--- src/rtl/mem_loader_ctrl_pkg.sv ---
// Shared types and codes for the byte-stream boot loader.
// Command bytes, sticky error codes and FSM state encodings.
package mem_loader_ctrl_pkg;

    typedef enum logic [2:0] {
        ST_IDLE = 3'd0,
        ST_AH   = 3'd1,
        ST_AL   = 3'd2,
        ST_LH   = 3'd3,
        ST_LL   = 3'd4,
        ST_DATA = 3'd5
    } ldr_state_e;

    localparam logic [7:0] LDR_CMD_IMW  = 8'h01;
    localparam logic [7:0] LDR_CMD_DMW  = 8'h02;
    localparam logic [7:0] LDR_CMD_RUN  = 8'h03;
    localparam logic [7:0] LDR_CMD_HALT = 8'h04;
    localparam logic [7:0] LDR_CMD_CLR  = 8'h05;

    localparam logic [2:0] LDR_ERR_NONE    = 3'd0;
    localparam logic [2:0] LDR_ERR_BADCMD  = 3'd1;
    localparam logic [2:0] LDR_ERR_RANGE   = 3'd2;
    localparam logic [2:0] LDR_ERR_TIMEOUT = 3'd3;
    localparam logic [2:0] LDR_ERR_RUNWR   = 3'd4;

    localparam int unsigned LDR_IM_SIZE_DEF = 4096;
    localparam int unsigned LDR_DM_SIZE_DEF = 4096;

endpackage

--- src/rtl/ldr_timeout_cnt.sv ---
// Inter-byte timeout counter; o_expired is high for the single cycle
// after TIMEOUT_CYC enabled, uncleared cycles have elapsed.
module ldr_timeout_cnt #(
    parameter int unsigned TIMEOUT_CYC = 1_000_000
) (
    input  logic clk,
    input  logic rst,
    input  logic i_clr,
    input  logic i_en,
    output logic o_expired
);

    localparam int CW = $clog2(TIMEOUT_CYC + 1);

    logic [CW-1:0] r_cnt;

    assign o_expired = (r_cnt == CW'(TIMEOUT_CYC));

    always_ff @(posedge clk) begin
        if (rst || i_clr || o_expired) begin
            r_cnt <= '0;
        end else if (i_en) begin
            r_cnt <= r_cnt + CW'(1);
        end
    end

endmodule

--- src/rtl/mem_loader_ctrl.sv ---
// Boot loader: parses framed byte commands, writes IM/DM byte ports
// and controls the CPU reset line.
module mem_loader_ctrl
    import mem_loader_ctrl_pkg::*;
#(
    parameter int unsigned IM_SIZE     = LDR_IM_SIZE_DEF,
    parameter int unsigned DM_SIZE     = LDR_DM_SIZE_DEF,
    parameter int unsigned ADDR_W      = 16,
    parameter int unsigned TIMEOUT_CYC = 1_000_000
) (
    input  logic              clk,
    input  logic              rst,
    input  logic [7:0]        in_data,
    input  logic              in_valid,
    output logic              in_ready,
    output logic              im_we,
    output logic [ADDR_W-1:0] im_addr,
    output logic [7:0]        im_wdata,
    output logic              dm_we,
    output logic [ADDR_W-1:0] dm_addr,
    output logic [7:0]        dm_wdata,
    output logic              cpu_rst_n,
    output logic              busy,
    output logic [2:0]        err_code
);

    ldr_state_e        r_state;
    logic              r_dm;
    logic              r_blk;
    logic [7:0]        r_hi;
    logic [ADDR_W-1:0] r_addr;
    logic [15:0]       r_len;
    logic              r_rdy;
    logic              r_im_we;
    logic [ADDR_W-1:0] r_im_addr;
    logic [7:0]        r_im_wdata;
    logic              r_dm_we;
    logic [ADDR_W-1:0] r_dm_addr;
    logic [7:0]        r_dm_wdata;
    logic              r_cpu;
    logic [2:0]        r_err;

    logic              w_acc;
    logic              w_busy;
    logic              w_exp;
    logic              w_in_rng;
    logic [15:0]       w_word;
    ldr_state_e        w_st;
    logic [2:0]        w_err_set;
    logic              w_clr;

    assign in_ready  = r_rdy;
    assign im_we     = r_im_we;
    assign im_addr   = r_im_addr;
    assign im_wdata  = r_im_wdata;
    assign dm_we     = r_dm_we;
    assign dm_addr   = r_dm_addr;
    assign dm_wdata  = r_dm_wdata;
    assign cpu_rst_n = r_cpu;
    assign busy      = w_busy;
    assign err_code  = r_err;

    assign w_acc    = in_valid && r_rdy;
    assign w_busy   = (r_state != ST_IDLE);
    assign w_word   = {r_hi, in_data};
    // An expiring frame hands the byte on the same edge to IDLE as a command
    assign w_st     = w_exp ? ST_IDLE : r_state;
    assign w_in_rng = 32'(r_addr) < (r_dm ? 32'(DM_SIZE) : 32'(IM_SIZE));

    ldr_timeout_cnt #(
        .TIMEOUT_CYC (TIMEOUT_CYC)
    ) u_tmo (
        .clk       (clk),
        .rst       (rst),
        .i_clr     (w_acc || !w_busy),
        .i_en      (w_busy),
        .o_expired (w_exp)
    );

    always_comb begin
        w_err_set = LDR_ERR_NONE;
        w_clr     = 1'b0;
        if (w_acc && w_st == ST_IDLE) begin
            case (in_data)
                LDR_CMD_IMW, LDR_CMD_DMW: begin
                    if (r_cpu) w_err_set = LDR_ERR_RUNWR;
                end
                LDR_CMD_RUN, LDR_CMD_HALT: ;
                LDR_CMD_CLR: w_clr = 1'b1;
                default: w_err_set = LDR_ERR_BADCMD;
            endcase
        end
        if (w_acc && w_st == ST_DATA && !r_blk && !w_in_rng) begin
            w_err_set = LDR_ERR_RANGE;
        end
        if (w_exp) w_err_set = LDR_ERR_TIMEOUT;
    end

    always_ff @(posedge clk) begin
        if (rst) begin
            r_state    <= ST_IDLE;
            r_dm       <= 1'b0;
            r_blk      <= 1'b0;
            r_hi       <= '0;
            r_addr     <= '0;
            r_len      <= '0;
            r_rdy      <= 1'b0;
            r_im_we    <= 1'b0;
            r_im_addr  <= '0;
            r_im_wdata <= '0;
            r_dm_we    <= 1'b0;
            r_dm_addr  <= '0;
            r_dm_wdata <= '0;
            r_cpu      <= 1'b0;
            r_err      <= LDR_ERR_NONE;
        end else begin
            r_rdy   <= 1'b1;
            r_im_we <= 1'b0;
            r_dm_we <= 1'b0;
            if (w_clr) begin
                r_err <= LDR_ERR_NONE;
            end else if (r_err == LDR_ERR_NONE) begin
                r_err <= w_err_set;
            end
            if (w_exp) r_state <= ST_IDLE;
            if (w_acc) begin
                case (w_st)
                    ST_IDLE: begin
                        case (in_data)
                            LDR_CMD_IMW, LDR_CMD_DMW: begin
                                r_state <= ST_AH;
                                r_dm    <= (in_data == LDR_CMD_DMW);
                                r_blk   <= r_cpu;
                            end
                            LDR_CMD_RUN:  r_cpu <= 1'b1;
                            LDR_CMD_HALT: r_cpu <= 1'b0;
                            default: ;
                        endcase
                    end
                    ST_AH: begin
                        r_hi    <= in_data;
                        r_state <= ST_AL;
                    end
                    ST_AL: begin
                        r_addr  <= ADDR_W'(w_word);
                        r_state <= ST_LH;
                    end
                    ST_LH: begin
                        r_hi    <= in_data;
                        r_state <= ST_LL;
                    end
                    ST_LL: begin
                        r_len   <= w_word;
                        r_state <= (w_word == 16'd0) ? ST_IDLE : ST_DATA;
                    end
                    ST_DATA: begin
                        if (!r_blk && w_in_rng) begin
                            if (r_dm) begin
                                r_dm_we    <= 1'b1;
                                r_dm_addr  <= r_addr;
                                r_dm_wdata <= in_data;
                            end else begin
                                r_im_we    <= 1'b1;
                                r_im_addr  <= r_addr;
                                r_im_wdata <= in_data;
                            end
                        end
                        r_addr <= r_addr + ADDR_W'(1);
                        r_len  <= r_len - 16'd1;
                        if (r_len == 16'd1) r_state <= ST_IDLE;
                    end
                    default: r_state <= ST_IDLE;
                endcase
            end
        end
    end

endmodule

--- config.mk ---
export PLATFORM = sky130hd
export DESIGN_NAME = mem_loader_ctrl
export DESIGN_NICKNAME = d
export VERILOG_FILES = /design/src/rtl/mem_loader_ctrl_pkg.sv /design/src/rtl/ldr_timeout_cnt.sv /design/src/rtl/mem_loader_ctrl.sv
export SDC_FILE = /design/constraint.sdc
export NUM_CORES = 1
export LEC_CHECK = 0
export CAP_MARGIN = 40
export CORE_UTILIZATION = 45
export CTS_BUF_LIST = sky130_fd_sc_hd__clkbuf_8
export CTS_CLUSTER_DIAMETER = 40
export CTS_CLUSTER_SIZE = 20
export DETAILED_ROUTE_END_ITERATION = 12
export DONT_BUFFER_PORTS = 1
export PLACE_DENSITY_LB_ADDON = 0.1
export SETUP_SLACK_MARGIN = 0.3
export SYNTH_ARGS = -nofsm -noshare
export SYNTH_HDL_FRONTEND = slang
export SYNTH_SLANG_ARGS = --single-unit
--- constraint.sdc ---
create_clock -name clk -period 2.7 [get_ports clk]
set_clock_uncertainty 0.05 [all_clocks]
set_input_delay 0.405 -clock clk [delete_from_list [all_inputs] [get_ports clk]]
set_output_delay 0.405 -clock clk [all_outputs]
set_load 0.05 [all_outputs]
==> run_summary.xml <==
<?xml version="1.0" encoding="UTF-8"?>
<metrics>
  <group name="sta">
    <metric name="worst_slew_pin_slew" unit="ns">0.631</metric>
    <metric name="finalMaxSlewViolations" unit="">0</metric>
    <metric name="final_min_period_over_clock_period" unit="%">85.8</metric>
    <metric name="fin_crit" unit="ns">2.32</metric>
    <metric name="grt_setup_unrepaired" unit="">yes</metric>
    <metric name="hold_ws" unit="ns">0.0383</metric>
    <metric name="setup_viol" unit="">0</metric>
    <metric name="max-slew-margin-rel" unit="%">57.5</metric>
    <metric name="timing_hold_violations_final" unit="">0</metric>
    <metric name="finalSetupTns" unit="ns">0</metric>
    <metric name="maxClockFrequency" unit="MHz">432</metric>
  </group>
  <group name="synth">
    <metric name="post_synth.cell_area_avg" unit="sq um">8.00</metric>
    <metric name="ys_ff_latch" unit="">120</metric>
    <metric name="synth_largest_area_cell" unit="">sky130_fd_sc_hd__dfxtp_1</metric>
    <metric name="yosys.cell_types.count" unit="">60</metric>
    <metric name="synth_edf_count" unit="">0</metric>
    <metric name="async_flop_share" unit="%">0</metric>
    <metric name="synth-main-ff-cell" unit="">sky130_fd_sc_hd__dfxtp_1</metric>
    <metric name="most_common_cell_in_the_netlist" unit="">sky130_fd_sc_hd__dfxtp_1</metric>
    <metric name="synth-seq-area-share" unit="%">43.9</metric>
    <metric name="synth.top_cells.by_area" unit="">sky130_fd_sc_hd__dfxtp_1 (44%), sky130_fd_sc_hd__nand2_1 (8.2%), sky130_fd_sc_hd__a21oi_1 (7.1%), sky130_fd_sc_hd__nor2_1 (4.5%), sky130_fd_sc_hd__clkbuf_1 (2.4%)</metric>
    <metric name="netlist_area" unit="sq mm">0.00547</metric>
    <metric name="postSynthNetCount" unit="">700</metric>
    <metric name="ys.warnings.count" unit="">0</metric>
    <metric name="list_of_most_frequent_post_synthesis_cells" unit="">sky130_fd_sc_hd__dfxtp_1 (120), sky130_fd_sc_hd__nand2_1 (119), sky130_fd_sc_hd__a21oi_1 (78), sky130_fd_sc_hd__nor2_1 (66), sky130_fd_sc_hd__clkbuf_1 (35)</metric>
    <metric name="netlist_instances" unit="">684</metric>
    <metric name="synth.top_cell.area_share" unit="%">43.9</metric>
  </group>
  <group name="drt">
    <metric name="dr.pass1.iters" unit="">10</metric>
    <metric name="antenna_violating_nets_post_route" unit="">0</metric>
    <metric name="first_iter_violations" unit="">442</metric>
    <metric name="drt_wl_total" unit="um">14300</metric>
    <metric name="route.detailed.drc" unit="">12</metric>
    <metric name="vias_per_cell" unit="">5.86</metric>
    <metric name="route.vias.total" unit="">4895</metric>
    <metric name="routed_wire_length_per_instance" unit="um">17.1</metric>
  </group>
  <group name="die">
    <metric name="ios" unit="">67</metric>
    <metric name="die_h" unit="um">112</metric>
    <metric name="die_x" unit="um">112</metric>
    <metric name="design.die.area" unit="sq mm">0.0126</metric>
    <metric name="initial_core_util" unit="%">47.1</metric>
    <metric name="row_count" unit="">39</metric>
    <metric name="placeableCoreArea" unit="sq mm">0.0116</metric>
  </group>
  <group name="clocking">
    <metric name="total_cts_buffers" unit="">17</metric>
    <metric name="clk-insertion-delay-late" unit="ns">0.44</metric>
    <metric name="cts-root-to-sink-buffers" unit="">2</metric>
    <metric name="clk_transition_reported_paths" unit="ns">0.07</metric>
    <metric name="tritoncts" unit="">yes</metric>
    <metric name="clock_sinks" unit="">120</metric>
    <metric name="cts.root.buffer_cell" unit="">sky130_fd_sc_hd__clkbuf_8</metric>
    <metric name="cts-htree-levels" unit="">4</metric>
  </group>
  <group name="finish">
    <metric name="multiInputGateArea" unit="sq mm">0.00282</metric>
    <metric name="finish.instance_area" unit="sq mm">0.00609</metric>
    <metric name="synthToLayoutAreaGrowth" unit="%">11.4</metric>
    <metric name="fin_nets" unit="">697</metric>
    <metric name="finalNonFillerCells" unit="">836</metric>
    <metric name="final-seq-area" unit="sq mm">0.00240</metric>
    <metric name="antenna-diode-count" unit="">0</metric>
    <metric name="drive_gt1_share" unit="%">10.1</metric>
    <metric name="layout.filler_cells" unit="">1118</metric>
  </group>
  <group name="pwr">
    <metric name="vdd.ir_drop.worst" unit="mV">0.263</metric>
    <metric name="design_power_total" unit="mW">3.44</metric>
    <metric name="leakage" unit="nW">2.13</metric>
    <metric name="power_density" unit="mW/mm^2">565</metric>
  </group>
  <group name="setup_path">
    <metric name="required" unit="ns">2.99</metric>
    <metric name="startpoint_type" unit="">flip-flop</metric>
    <metric name="worst-endpoint-arrival" unit="ns">2.60</metric>
    <metric name="crit_path_cell_trace" unit="">inv_2 &gt; or4_4 &gt; or3_4 &gt; or3_1 &gt; o31a_1 &gt; o32ai_1</metric>
    <metric name="timing.critical_path.to_type" unit="">flip-flop</metric>
    <metric name="critical_path.max_fanout" unit="">6</metric>
    <metric name="critical-path-slowest-cell" unit="">sky130_fd_sc_hd__or4_4</metric>
    <metric name="critical_path_buf_inv_count" unit="">1</metric>
    <metric name="worstSetupPathType" unit="">flip-flop to flip-flop</metric>
    <metric name="critical_path_s_top_delay_family" unit="">simple AND/OR/NAND/NOR gates</metric>
    <metric name="critical-path-max-stage-delay" unit="ns">0.56</metric>
  </group>
  <group name="grt">
    <metric name="wire_length_of_the_first_global_routing_pass" unit="um">23000</metric>
    <metric name="number_of_antenna_violations_at_the_first_check_in_global_routing" unit="">0</metric>
    <metric name="first_global_vias" unit="">4412</metric>
    <metric name="grtUsageTotal" unit="%">23.3</metric>
    <metric name="grt_max_degree" unit="">75</metric>
    <metric name="overflow" unit="">0</metric>
  </group>
  <group name="placed_design">
    <metric name="numPlacedInstances" unit="">800</metric>
    <metric name="gpl.final_weighted_congestion" unit="">0.845</metric>
    <metric name="post_dp_cell_area" unit="sq mm">0.00564</metric>
    <metric name="detailed_place_hpwl" unit="um">9310</metric>
    <metric name="numPortBuffers" unit="">0</metric>
  </group>
  <group name="outcome">
    <metric name="failed_checks" unit="">design-rule violations</metric>
    <metric name="status" unit="">finished with violations</metric>
  </group>
  <group name="job">
    <metric name="drv.max_cap_violation_count" unit="">0</metric>
  </group>
  <group name="min_path">
    <metric name="timing.hold.worst.class" unit="">primary input to flip-flop</metric>
  </group>
</metrics>
[worst reg2reg max path: stages, from the launching register on]
cell	delay, ns
sky130_fd_sc_hd__dfxtp_1	0.44
sky130_fd_sc_hd__inv_2	0.07
sky130_fd_sc_hd__or4_4	0.56
sky130_fd_sc_hd__or3_4	0.36
sky130_fd_sc_hd__or3_1	0.35
sky130_fd_sc_hd__o31a_1	0.26
sky130_fd_sc_hd__o32ai_1	0.13
[through the flow]
stage,worst slack [ns],utilization (%)
after floorplan,0.480,-
after global placement,0.462,48.5
after detailed placement,0.388,48.5
after CTS,0.359,52.1
after global routing,0.247,52.5
final,0.383,52.5
[flip-flops by register name, summed over array words and instances (netlist names)]
signal	count
r_dm	1
r_hi	8
dm_we	1
im_we	1
err_code	3
im_wdata	8
im_addr	16
dm_addr	16
r_addr	16
dm_wdata	8
r_state	3
cpu_rst_n	1
r_len	16
in_ready	1
r_blk	1
u_tmo.r_cnt	20
[layout make-up]
class | instances | area share (%)
Sequential cell | 120 | 39.5
Multi-Input combinational cell | 497 | 46.3
Timing Repair Buffer | 22 | 3.51
Clock inverter | 13 | 2.30
Clock buffer | 18 | 4.07
Inverter | 23 | 1.42
Tap cell | 143 | 2.94
[final timing paths]
kind / slack, ns / end / cells past startpoint / startpoint
max: 0.38 / r_addr[15]$_SDFFE_PP0P_ / 6 / r_addr[2]$_SDFFE_PP0P_
min: 0.04 / r_addr[2]$_SDFFE_PP0P_ / 1 / rst
max reg2reg: 0.38 / r_addr[15]$_SDFFE_PP0P_ / 6 / r_addr[2]$_SDFFE_PP0P_
min reg2reg: 0.39 / u_tmo.r_cnt[0]$_SDFFE_PP0P_ / 1 / u_tmo.r_cnt[0]$_SDFFE_PP0P_
[kinds of logic after synthesis]
family          synth area share [%]
compound gates                  16.5
fa+ha+maj                       1.14
simple gates                    27.2
flops                           43.9
buf+inv                         4.78
xor+xnor                        3.04
mux                             3.43
[what timing repair did]
action	in CTS	in global routing
setup buffers	0	2
hold buffers	1	0
gates resized for setup	0	9
endpoints found under the setup margin	0	44
endpoints found under the hold margin	74	0
[power by group]
group          internal [mW]  switching (mW)
combinational         0.0190          0.0360
sequential              1.77         0.00866
clock                  0.910           0.698
[per-layer routing]
metal | up-vias | wire [um] | GRT usage (%) | share of wire, %
li1 | 2396 | - | - | -
met1 | 2329 | 6390 | 30.2 | 45
met5 | - | 0 | 0 | 0
met4 | 0 | 169 | 8.98 | 1.2
met3 | 13 | 942 | 5.45 | 6.6
met2 | 157 | 6810 | 37.6 | 48
[layout by cell type (no fill, tap or decap), types with 3 or more instances in the layout]
cell	instances
sky130_fd_sc_hd__a211oi_1	3
sky130_fd_sc_hd__a21oi_1	78
sky130_fd_sc_hd__a22oi_1	7
sky130_fd_sc_hd__and2_1	5
sky130_fd_sc_hd__and3_1	14
sky130_fd_sc_hd__and4_1	3
sky130_fd_sc_hd__buf_4	18
sky130_fd_sc_hd__bufinv_16	3
sky130_fd_sc_hd__clkbuf_8	18
sky130_fd_sc_hd__clkinv_2	4
sky130_fd_sc_hd__dfxtp_1	118
sky130_fd_sc_hd__ha_1	5
sky130_fd_sc_hd__inv_1	26
sky130_fd_sc_hd__mux2_2	6
sky130_fd_sc_hd__mux2i_1	12
sky130_fd_sc_hd__nand2_1	119
sky130_fd_sc_hd__nand2b_1	4
sky130_fd_sc_hd__nand3_1	16
sky130_fd_sc_hd__nand3b_1	5
sky130_fd_sc_hd__nand4_1	7
sky130_fd_sc_hd__nor2_1	66
sky130_fd_sc_hd__nor3_1	20
sky130_fd_sc_hd__nor4_1	18
sky130_fd_sc_hd__o21a_1	4
sky130_fd_sc_hd__o21ai_0	17
sky130_fd_sc_hd__o22ai_1	3
sky130_fd_sc_hd__o31a_1	4
sky130_fd_sc_hd__o32ai_1	13
sky130_fd_sc_hd__or3_1	9
sky130_fd_sc_hd__or4_1	3
sky130_fd_sc_hd__xnor2_1	7
sky130_fd_sc_hd__xor2_1	12
Power figures use the tool's default switching activity.
